`config.mk`:
```
export PLATFORM = sky130hd
export DESIGN_NAME = victim_write_buffer
export DESIGN_NICKNAME = d
export VERILOG_FILES = /design/src/rtl/victim_write_buffer.sv
export SDC_FILE = /design/constraint.sdc
export NUM_CORES = 1
export LEC_CHECK = 0
export CORE_MARGIN = 5
export CORE_UTILIZATION = 45
export DETAILED_ROUTE_END_ITERATION = 16
export PLACE_DENSITY = 0.79
export SETUP_SLACK_MARGIN = 0.2
export SLEW_MARGIN = 10
export SYNTH_ARGS = -nofsm -noshare
export SYNTH_HDL_FRONTEND = slang
export SYNTH_SLANG_ARGS = --single-unit
export TNS_END_PERCENT = 30
```
`constraint.sdc`:
```
create_clock -name clk -period 13.67 [get_ports clk]
set_clock_uncertainty 0.15 [all_clocks]
set_input_delay 2.0505 -clock clk [delete_from_list [all_inputs] [get_ports clk]]
set_output_delay 2.0505 -clock clk [all_outputs]
set_load 0.05 [all_outputs]
```
`src/rtl/victim_write_buffer.sv`:
```
// Posted write-back buffer between the victim cache and physical memory.
// Latency: write ack 1 cycle after request (not full); read hit 1 cycle; read miss = pmem latency + 1.
// Backpressure: requests are held upstream until mem_resp; a full buffer drains its head first.
//
// Ports:
//   clk, rst_n                     clock, asynchronous active-low reset
//   mem_read/mem_write/mem_address/mem_wdata/mem_rdata/mem_resp   victim-cache side
//   pmem_read/pmem_write/pmem_address/pmem_wdata/pmem_rdata/pmem_resp   physical-memory side
//   count, empty                   occupancy status
// Optional feature macro: WB_READ_FWD_EN (serve read hits straight from the buffer).
module victim_write_buffer #(
  parameter int DEPTH       = 4,
  parameter int LINE_BITS   = 128,
  parameter int OFFSET_BITS = 4
) (
  input  logic                       clk,
  input  logic                       rst_n,
  input  logic                       mem_read,
  input  logic                       mem_write,
  input  logic [15:0]                mem_address,
  input  logic [LINE_BITS-1:0]       mem_wdata,
  output logic [LINE_BITS-1:0]       mem_rdata,
  output logic                       mem_resp,
  output logic                       pmem_read,
  output logic                       pmem_write,
  output logic [15:0]                pmem_address,
  output logic [LINE_BITS-1:0]       pmem_wdata,
  input  logic [LINE_BITS-1:0]       pmem_rdata,
  input  logic                       pmem_resp,
  output logic [$clog2(DEPTH):0]     count,
  output logic                       empty
);
  localparam int PW = $clog2(DEPTH);
  localparam int CW = PW + 1;
  localparam int LA = 16 - OFFSET_BITS;

  typedef enum logic [1:0] {IDLE, ACK, MEM_RD, DRAIN} state_t;

  state_t               state;
  logic [DEPTH-1:0]     valid;
  logic [LA-1:0]        ent_line [DEPTH];
  logic [LINE_BITS-1:0] ent_data [DEPTH];
  logic [PW-1:0]        head;
  logic [PW-1:0]        tail;

  logic [LA-1:0]        req_line;
  logic                 hit;
  logic [PW-1:0]        hit_idx;
  logic [PW-1:0]        scan_idx;
  logic                 full;
  logic                 unused_offset_bits;

  assign req_line           = mem_address[15:OFFSET_BITS];
  assign unused_offset_bits = ^mem_address[OFFSET_BITS-1:0];
  assign full               = (count == CW'(DEPTH));
  assign empty              = (count == '0);

  // Scan oldest to newest so a later match overrides an earlier one:
  // the newest entry wins if duplicates ever existed.
  always_comb begin
    hit      = 1'b0;
    hit_idx  = '0;
    scan_idx = '0;
    for (int k = 0; k < DEPTH; k++) begin
      scan_idx = head + PW'(k);
      if (valid[scan_idx] && (ent_line[scan_idx] == req_line)) begin
        hit     = 1'b1;
        hit_idx = scan_idx;
      end
    end
  end

  always_ff @(posedge clk or negedge rst_n) begin
    if (!rst_n) begin
      state        <= IDLE;
      head         <= '0;
      tail         <= '0;
      count        <= '0;
      valid        <= '0;
      mem_resp     <= 1'b0;
      mem_rdata    <= '0;
      pmem_read    <= 1'b0;
      pmem_write   <= 1'b0;
      pmem_address <= '0;
      pmem_wdata   <= '0;
      for (int i = 0; i < DEPTH; i++) begin
        ent_line[i] <= '0;
        ent_data[i] <= '0;
      end
    end else begin
      case (state)
        IDLE: begin
          if (mem_write) begin
            if (hit) begin
              // Coalesce into the existing entry; occupancy unchanged.
              ent_data[hit_idx] <= mem_wdata;
              mem_resp          <= 1'b1;
              state             <= ACK;
            end else if (!full) begin
              valid[tail]    <= 1'b1;
              ent_line[tail] <= req_line;
              ent_data[tail] <= mem_wdata;
              tail           <= tail + PW'(1);
              count          <= count + CW'(1);
              mem_resp       <= 1'b1;
              state          <= ACK;
            end else begin
              // Full: free the head slot; the held write is retried in IDLE afterwards.
              pmem_write   <= 1'b1;
              pmem_address <= {ent_line[head], {OFFSET_BITS{1'b0}}};
              pmem_wdata   <= ent_data[head];
              state        <= DRAIN;
            end
          end else if (mem_read) begin
`ifdef WB_READ_FWD_EN
            if (hit) begin
              mem_rdata <= ent_data[hit_idx];
              mem_resp  <= 1'b1;
              state     <= ACK;
            end else begin
              pmem_read    <= 1'b1;
              pmem_address <= {req_line, {OFFSET_BITS{1'b0}}};
              state        <= MEM_RD;
            end
`else
            // No read-path comparator: empty the buffer first so memory is current.
            if (!empty) begin
              pmem_write   <= 1'b1;
              pmem_address <= {ent_line[head], {OFFSET_BITS{1'b0}}};
              pmem_wdata   <= ent_data[head];
              state        <= DRAIN;
            end else begin
              pmem_read    <= 1'b1;
              pmem_address <= {req_line, {OFFSET_BITS{1'b0}}};
              state        <= MEM_RD;
            end
`endif
          end else if (!empty) begin
            pmem_write   <= 1'b1;
            pmem_address <= {ent_line[head], {OFFSET_BITS{1'b0}}};
            pmem_wdata   <= ent_data[head];
            state        <= DRAIN;
          end
        end
        ACK: begin
          mem_resp <= 1'b0;
          state    <= IDLE;
        end
        MEM_RD: begin
          if (pmem_resp) begin
            pmem_read <= 1'b0;
            mem_rdata <= pmem_rdata;
            mem_resp  <= 1'b1;
            state     <= ACK;
          end
        end
        DRAIN: begin
          if (pmem_resp) begin
            pmem_write  <= 1'b0;
            valid[head] <= 1'b0;
            head        <= head + PW'(1);
            count       <= count - CW'(1);
            state       <= IDLE;
          end
        end
        default: state <= IDLE;
      endcase
    end
  end
endmodule
```
==> Word level (Yosys, flattened, before mapping) <==
Index checks and enable logic that the tools add are counted.
{ "op_classes": {"reduce_logical": 24, "muxes": 90, "magnitude_cmp": 15, "n_addsub": 6, "n_eq_ne": 26, "n_bitwise": 11} }
{ "ops": {"columns": ["cell", "count"], "rows": [
  ["$bwmux W512", 2],
  ["$mux W128", 8],
  ["$mux W512", 2],
  ["$demux W128 S2", 2],
  ["$bmux W128 S2", 1],
  ["$mux W12", 9],
  ["$bmux W12 S2", 4],
  ["$mux W16", 6],
  ["$bwmux W48", 1],
  ["$eq A12 B12 Y1", 4],
  ["$demux W12 S2", 1],
  ["$mux W1", 23],
  ["$mux W2", 11],
  ["$ne A2 B2 Y1 const B", 11],
  ["$ge A3 B3 Y1 const B", 6],
  ["$not A2 Y3", 6],
  ["$mux W4", 4],
  ["$reduce_and A4 Y1", 4],
  ["$lt A2 B3 Y1 const B", 5],
  ["$ne A3 B3 Y1 const B", 5],
  ["$reduce_and A5 Y1", 3],
  ["$mux W3", 4],
  ["$bmux W1 S2", 4],
  ["$logic_and A1 B1 Y1", 8],
  ["27 further kinds", 38]
]} }
{ "word_totals": {"word_cells": 191, "regBits": 848, "in_bits": 277} }

==> Logic depth before layout (Yosys ltp) <==
Gate-level depths: netlist (run 1).
{ "depth": {"word_depth": 17, "ltp_mapped": 20, "ltp_nobuf": 11} }

==> Worst setup path before layout (run 1) <==
OpenSTA, ideal clock, no wires.
{ "synth_timing": {"path_type": "input to register", "from": "in mem_address[9]", "to": "reg ent_data[392] in the netlist's numbering", "path_buffers": 3, "stages": 11, "setup_ns": 0.125, "setup_slack_ns": 8.476, "t_arrival_ns": 4.919, "path_cell_list": "clkbuf_1 > nor2_1 > o31a_1 > or3b_1 > or4_1 > nand4b_1 > a21oi_1 > or4_4 > buf_12 > buf_12 > mux2_4"} }
{ "synth_between": {"elab_chain_cells": 13, "word_cells_on_any_way": 26, "cone_classes": "order compare (2); eq/ne (5); mux (12); bitwise (1); reduce/logical (6)"} }
{ "synth_lines": {"columns": ["item", "line", "source"], "rows": [
  ["start: declaration", "20", "input logic [15:0] mem_address,"],
  ["$eq A12 B12 Y1", "66", "if (valid[scan_idx] && (ent_line[scan_idx] == req_line)) begin"],
  ["$logic_and A1 B1 Y1", "66", null],
  ["$mux W2 (4 in a row)", "66", null],
  ["$not A2 Y3 (not written as such)", "96", "ent_data[hit_idx] <= mem_wdata;"],
  ["$ge A3 B3 Y1 (not written as such) / $lt A3 B1 Y1 (equally long branches)", "96", null],
  ["$logic_and A1 B1 Y1 (not written as such)", "96", null],
  ["$mux W128 (not written as such)", "96", null],
  ["$demux W128 S2", "96", null],
  ["$bwmux W512", "96", null],
  ["$mux W512", "94", "if (hit) begin"],
  ["end signal: indexed assignment", "96", null],
  ["end signal: indexed assignment", "102", "ent_data[tail] <= mem_wdata;"],
  ["end: declaration", "42", "logic [LINE_BITS-1:0] ent_data [DEPTH];"]
]} }
Several ways; a longest one is shown, not always the timed one.
A chain may end at the register's enable or synchronous reset.

==> Worst setup path in the final report (run 1) <==
{ "layout_timing": {"from": "reg head[0]", "to": "reg ent_data[190] in the netlist's numbering"} }
{ "layout_between": {"elab_chain_cells": 17, "word_cells_on_any_way": 53, "cone_classes": "add/sub (3); order compare (2); eq/ne (5); mux (32); bitwise (5); reduce/logical (6)"} }
{ "layout_lines": {"columns": ["item", "line", "source"], "rows": [
  ["start: declaration", "43", "logic [PW-1:0] head;"],
  ["start signal: assignment", "161", "head <= head + PW'(1);"],
  ["$add A2 B1 Y2 / $not A2 Y3 (equally long branches)", "65, 66", null],
  ["$not A2 Y3 (not written as such) / $bmux W12 S2 (equally long branches)", "66", null],
  ["$bmux W12 S2 / $mux W12 (equally long branches)", "66", null],
  ["$mux W12 (not written as such)", "66", null],
  ["$mux W12 (not written as such) / $eq A12 B12 Y1 (equally long branches)", "66", null],
  ["$eq A12 B12 Y1 / $logic_and A1 B1 Y1 (equally long branches)", "66", null],
  ["$logic_and A1 B1 Y1 / $mux W2 (equally long branches)", "66", null],
  ["$mux W2 (3 in a row)", "66", null],
  ["$not A2 Y3 (not written as such)", "96", null],
  ["$ge A3 B3 Y1 (not written as such) / $lt A3 B1 Y1 (equally long branches)", "96", null],
  ["$logic_and A1 B1 Y1 (not written as such)", "96", null],
  ["$mux W128 (not written as such)", "96", null],
  ["$demux W128 S2", "96", null],
  ["$bwmux W512", "96", null],
  ["$mux W512", "94", null]
]} }
Several ways; a longest one is shown, not always the timed one. The select of a mux whose other input is x is not followed.

==> metrics.md, run 1 <==
| Metric | Value |
|---|---|
| Post-Syn Area | `approximately 38,000 µm²` |
| H-tree Lvls | `3` |
| Slew @ Worst Pin | `1.18 ns` |
| TritonCTS clock tree | `done` |
| Port Buffers | `547` |
| DP Area | `44,300 µm²` |
| CP bufs+invs | `4` |
| Via count | `25,362` |
| Post-synth top area share | `55.3%` |
| Final setup fails | `0` |
| Critical path data required time | `14.08 ns` |
| Crit path max-delay family | `buffers and inverters` |
| RSZ-0062 raised after global routing | `no` |
| Final Max Tran Viols | `0` |
| Async SR Flop Fraction | `100%` |
| Routed WL per cell | `25.2 µm` |
| Max-cap viol count | `0` |
| Final Core Density | `56.4%` |
| Pwr dens | `284 nW/µm²` |
| Post-CTS Setup Repair Bufs | `0` |
| Met3 Use GR | `~5.8%` |
| Status | `complete, no violations` |
| Final critical-path setup slack | `5.87 ns` |
| Synth Flop Type | `dfrtp_1` |
| Met1 Resource Use GR | `between 20% and 30%` |
| Die area | `90,700 µm²` |
| Critical path cell sequence | `inv_1 -> ha_1 -> buf_4 -> mux4_2 -> xnor2_1 -> nand2_1 -> nor3_1 -> and4b_1 -> a21oi_1 -> o311a_1 -> o21ai_4 -> buf_4 -> buf_4 -> a32o_1` |
| Fraction of layout cells with a size suffix above 1 | `22.8%` |
| Yosys warning count | `0` |
| Slew Limit Headroom | `20.8%` |
| Synth area leader | `dfrtp_1` |
| Crit-path max cell delay | `0.97 ns` |
| Final hold violations | `0` |
| Initial antenna violation count | `9` |
| Place WS | `5.94 ns` |
| Inserted Clock Buffers | `90` |
| IO Pins | `556` |
| Critical Path End Type | `flop` |
| Starting density of the core | `45.5%` |
| Period utilization | `57.1%` |
| Number of gates resized after CTS | `0` |
| Number of synthesized register bits | `844` |
| Slowest CP cell | `ha_1` |
| CTS max path bufs | `3` |
| Mapped Cells | `about 2,500` |
| Setup TNS | `0 ns` |
| Largest net degree at the start of global routing | `182` |
| Final WL | `around 110,000 µm` |
| Setup crit start | `head[0]` |
| Post-Syn Area per Cell | `15.0 µm²` |
| Pleak | `20.8 nW` |
| Number of global-route vias before repair | `27,524` |
| CORE AREA | `around 84,000 µm²` |
| Grt total ovfl | `0` |
| Worst hold margin | `0.332 ns` |
| Worst-path fanout max | `65` |
| M2 GR Usage | `37.9%` |
| Hpwl dp | `63,100 µm` |
| Clock transition at the registers of the reported paths | `0.06 ns` |
| RePlAce Congestion | `0.864` |
| Chip width | `301 µm` |
| Sequential element share of the synthesized area | `55.3%` |
| Crit path DAT | `8.21 ns` |
| Filler cell count | `6,591` |
| Iteration count of the initial detailed-routing pass | `5` |
| Worst setup SP type | `flop` |
| EDFF count, synth | `0` |
| Peak VDD IR | `0.213 mV` |
| # clock sinks | `844` |
| Die Ht | `301 µm` |
| Final ANT Viol Nets | `0` |
| Synth top cells by count | `dfrtp_1 (844), a22o_1 (258), mux2_2 (216), clkbuf_1 (159), mux4_2 (159)` |
| Overall routing resource usage | `22.7%` |
| Hold Startpoint | `pmem_wdata[63]` |
| Final #Nets | `~3,300` |
| DRC violations left | `0` |
| Tightest Hold Check Type | `flop to flop` |
| Avg Vias per Cell | `just over 6` |
| Initial drt markers | `1,840` |
| Clock Latency Late Sink | `0.65 ns` |
| Critical path class | `flop to flop` |
| CTS Hold Buffers Added | `0` |
| # rows | `~110` |
| Fmax | `128 MHz` |
| Most frequent cell after synthesis | `dfrtp_1` |
| First-pass GRT wire length | `between 150,000 and 200,000 µm` |
| Post-layout min period | `7.80 ns` |
| Post-synthesis cell type count | `71` |
| Root Buffer Master | `clkbuf_16` |
| Crit Reg-Reg Startpoint | `head[0]` |
| Area Growth Syn to Fin | `23.9%` |
| Top area cells in the synthesized netlist | `dfrtp_1 (55%), mux4_2 (9.4%), mux2_2 (6.4%)` |
| Post-route cell area | `47,300 µm²` |
| Busiest layer in global routing | `met2` |
| Crit-path most repeated cell | `buf_4` |
[through the flow]
stage | power [mW] | std cells
floorplan | 9.01 | 2549
global route | 14.1 | 4185
CTS | 13.5 | 4183
detailed placement | 11.0 | 4022
finish | 13.4 | 4186
global placement | 10.8 | 4022
[area by class of cell]
| type | instances | area [µm²] | area share (%) |
|---|---|---|---|
| Sequential cell | 844 | 21100 | 44.7 |
| Inverter | 19 | 71.3 | 0.151 |
| Clock buffer | 132 | 2670 | 5.65 |
| Timing Repair Buffer | 584 | 5830 | 12.3 |
| Clock inverter | 29 | 320 | 0.677 |
| Tap cell | 1134 | 1420 | 3.00 |
| Multi-Input combinational cell | 1441 | 15800 | 33.5 |
| Antenna cell | 3 | 7.51 | 0.0159 |
[power breakdown]
group	switching, mW	total, mW	internal, mW
registers	0.749	4.45	3.70
clock network	1.03	2.45	1.42
logic	3.58	6.53	2.95
total	5.36	13.4	8.07
[cells in the final DEF (no fill, tap or decap), types with 15 or more instances in the layout]
cell type / n
a211oi_1: 15
a21oi_1: 18
a22o_1: 256
a31oi_1: 18
a32o_1: 128
and3_1: 130
buf_4: 32
clkbuf_1: 18
clkbuf_16: 92
clkbuf_8: 22
clkdlybuf4s50_1: 545
clkinv_2: 17
dfrtp_1: 842
inv_1: 19
mux2_1: 98
mux2_2: 216
mux2_4: 119
mux2i_1: 52
mux4_2: 159
nand2_1: 40
xnor2_1: 48
[per-layer routing]
layer | vias to the layer above | share of wire, %
li1 | 10674 | -
met1 | 13392 | 40
met2 | 1097 | 49
met3 | 187 | 8.4
met4 | 12 | 2.3
met5 | - | 0.063
[cells by family (layout without fill, tap and decap cells)]
logic type	after synthesis	count (layout)	share of synthesized area, %
flip-flops	844	844	55.3
multiplexers	646	646	24.8
AO/OA/AOI/OAI	481	481	11.0
buffers and inverters	264	764	3.47
AND/OR/NAND/NOR	239	239	3.63
XOR/XNOR	57	57	1.31
adder cells (fa/ha/maj)	14	14	0.479
other	1	7	0.00983
[registers in the layout, indices dropped and copies added, names as in the netlist, 3 cells and up]
register,count
ent_data,512
mem_rdata,128
pmem_wdata,128
ent_line,48
pmem_address,12
valid,4
count,3
[path summary, 6_finish.rpt]
kind	end	slack, ns	cells after the start
setup / recovery	ent_data[190]	5.87	14
setup reg to reg	ent_data[190]	5.87	14
max in group asynchronous	ent_data[335]	9.75	3
hold / removal	pmem_wdata[63]	0.33	1
hold reg to reg	pmem_wdata[63]	0.33	1
min in group asynchronous	ent_data[404]	1.34	1
No activity file was read; power rests on OpenSTA's default activity.
==> run 2: changes to the inputs <==
PLACE_DENSITY = 0.82   (was 0.79)
clock period = 6.3 ns   (was 13.67 ns; I/O delays follow)
==> run 2 against run 1 <==
Clock-buffer cell count shrank 2; largest cell class unchanged; maximum frequency grew 46%; combinational power grew 120%; sequential power grew 120%; worst setup slack lost 4.9 ns; critical path depth shrank 1; hold slack lost 0.092 ns; global-route usage grew 0.12 points; core utilization grew 0.41 points; power grew 120%; register-to-register slack lost 4.9 ns.
==> metrics.md, run 2 (same netlist as run 1, synthesis figures left out) <==
| Metric | Value |
|---|---|
| DP Area | `44,600 µm² (+0.66%)` |
| Initial antenna violation count | `8 (-1)` |
| Final hold violations | `0 (unchanged)` |
| Via count | `25,314 (-0.19%)` |
| Avg Vias per Cell | `6.03 (-0.47%)` |
| Sequential Power Share | `33.1% (about the same)` |
| First-pass GRT wire length | `164,000 µm (+0.21%)` |
| Final Max Tran Viols | `0 (unchanged)` |
| Pwr dens | `616 nW/µm² (+120%)` |
| Worst setup SP type | `flop` |
| Iteration count of the initial detailed-routing pass | `6 (+1)` |
| Crit path DAT | `5.73 ns (-2.48 ns)` |
| Post-CTS Setup Repair Bufs | `0 (unchanged)` |
| Chip width | `301 µm (unchanged)` |
| Overall routing resource usage | `22.8% (+0.12 points)` |
| DRC violations left | `0 (unchanged)` |
| Worst-path fanout max | `51 (-22%)` |
| CTS max path bufs | `3 (unchanged)` |
| Worst Reg-to-Reg Cells | `13 (-1)` |
| Clock Latency Late Sink | `0.64 ns (about the same)` |
| Final #Nets | `3,285 (+0.43%)` |
| Peak VDD IR | `0.472 mV (+120%)` |
| Most frequent cells in the layout | `dfrtp_1 (842), clkdlybuf4s50_1 (545), a22o_1 (256), mux2_2 (216), mux4_2 (159)` |
| Fraction of layout cells with a size suffix above 1 | `23.1% (+0.32 points)` |
| Tightest Hold Check Type | `input port to async pin` |
| Period utilization | `85.1% (+28 points)` |
| Setup TNS | `0 ns (unchanged)` |
| Clk pwr share | `18.3% (about the same)` |
| Number of gates resized after CTS | `0 (unchanged)` |
| Initial drt markers | `2,030 (+10%)` |
| Clock transition at the registers of the reported paths | `0.06 ns (about the same)` |
| Crit-path max cell delay | `0.82 ns (-0.15 ns)` |
| Flop2flop setup slack | `0.94 ns (-4.93 ns)` |
| Switch Pwr | `11.6 mW (+120%)` |
| RR Endpoint | `ent_data[190]` |
| Number of global-route vias before repair | `27,867 (+1.2%)` |
| Top reg by flops | `ent_data` |
| TritonCTS clock tree | `done` |
| Post-route cell area | `47,600 µm² (+0.74%)` |
| IO Pins | `556 (unchanged)` |
| Critical path cell sequence | `inv_1 -> ha_1 -> buf_12 -> mux2i_1 -> xnor2_1 -> nor3_1 -> o211ai_1 -> nor4_2 -> and4b_1 -> a21oi_2 -> or3b_4 -> buf_4 -> a32o_1` |
| Area Growth Syn to Fin | `24.8%` |
| Root Buffer Master | `clkbuf_16` |
| Most common cell after layout, fill and taps aside | `dfrtp_1` |
| Max-cap viol count | `0 (unchanged)` |
| # rows | `106 (unchanged)` |
| Final WL | `105,000 µm (-0.68%)` |
| Routed WL per cell | `25.0 µm (-0.96%)` |
| Critical Path End Type | `flop` |
| Starting density of the core | `45.5% (unchanged)` |
| Logic pwr share | `48.6% (about the same)` |
| RePlAce Congestion | `0.850 (-1.6%)` |
| Critical path data required time | `6.67 ns (-7.41 ns)` |
| Top Registers | `ent_data x512, mem_rdata x128, pmem_wdata x128` |
| Slew @ Worst Pin | `1.18 ns (-0.00535 ns)` |
| CTS Hold Buffers Added | `0 (unchanged)` |
| Worst hold margin | `0.240 ns (-0.0922 ns)` |
| Grt total ovfl | `0 (unchanged)` |
| Net Sw Frac | `39.7% (-0.24 points)` |
| Final setup fails | `0 (unchanged)` |
| Port Buffers | `547 (unchanged)` |
| Final ANT Viol Nets | `0 (unchanged)` |
| Power after layout | `29.4 mW (+120%)` |
| Die area | `90,700 µm² (unchanged)` |
| H-tree Lvls | `3 (unchanged)` |
| # clock sinks | `844 (unchanged)` |
| Inserted Clock Buffers | `89 (-1.1%)` |
| Die Ht | `301 µm (unchanged)` |
| Slowest CP cell | `dfrtp_4` |
| Post-layout min period | `5.36 ns (-2.44 ns)` |
| Filler cell count | `6,489 (-1.5%)` |
| Critical path class | `flop to flop` |
| Hpwl dp | `65,400 µm (+3.6%)` |
| Slew Limit Headroom | `21.4% (+0.66 points)` |
| Largest net degree at the start of global routing | `139 (-24%)` |
| RSZ-0062 raised after global routing | `no` |
| Crit Reg-Reg Startpoint | `head[1]` |
| Max FFs per register | `512 (unchanged)` |
| Pleak | `21.0 nW (+0.69%)` |
| Status | `complete, no violations` |
| Fmax | `187 MHz (+46%)` |
| CORE AREA | `83,800 µm² (unchanged)` |
| Internal | `17.7 mW (+120%)` |
run 2: worst max-delay path: cells and delay by family, from the launching register on:
kind	cells	cell delay [ns]
simple gates	4	1.70
compound gates	3	0.96
flops	1	0.82
buf+inv	3	0.76
fa+ha+maj	1	0.37
mux	1	0.25
xor+xnor	1	0.08
run 2: through the flow:
| step | util, % | cells | setup slack [ns] |
|---|---|---|---|
| global placement | 53.2 | 4037 | 1.08 |
| floorplan | - | 2549 | 1.63 |
| global route | 56.8 | 4196 | 0.714 |
| finish | 56.8 | 4198 | 0.941 |
| CTS | 56.8 | 4193 | 1.01 |
| detailed placement | 53.2 | 4037 | 0.971 |
run 2: how the worst max path moves through the flow:
stage / startpoint / endpoint / slack [ns] / depth (start not counted)
after floorplan: head[1] / pmem_wdata[70] / 1.63 / 18
after global placement: mem_address[13] / ent_data[183] / 1.08 / 10
after detailed placement: mem_address[13] / ent_data[188] / 0.97 / 10
after CTS: head[1] / ent_data[216] / 1.01 / 13
after global routing: head[1] / ent_data[182] / 0.71 / 13
final: head[1] / ent_data[190] / 0.94 / 13
run 2: area by class of cell:
cell class                 instances  area (µm²)  area share [%]
clock buffer                     130        2640            5.55
tap                             1134        1420            2.98
sequential                       844       21100            44.4
clock inverter                    26         399           0.838
multi-input combinational       1441       15800            33.3
timing repair buffer             599        6120            12.8
antenna                            5        12.5          0.0263
inverter                          19        71.3           0.150
run 2: per-layer routing:
metal / global-route usage (%) / up-vias / part of all wire [%]
li1: - / 10695 / -
met1: 29.5 / 13233 / 39
met2: 37.4 / 1174 / 48
met3: 6.29 / 208 / 9.0
met4: 8.07 / 4 / 3.2
met5: 0 / - / 0.022
run 2: power by group through the flow:
stage	combinational (mW)	sequential (mW)	clock, mW
floorplan	7.39	12.2	0
global placement	14.0	9.59	0
detailed placement	14.3	9.72	0
CTS	14.3	9.70	5.48
global route	15.1	10.0	5.72
finish	14.3	9.73	5.36
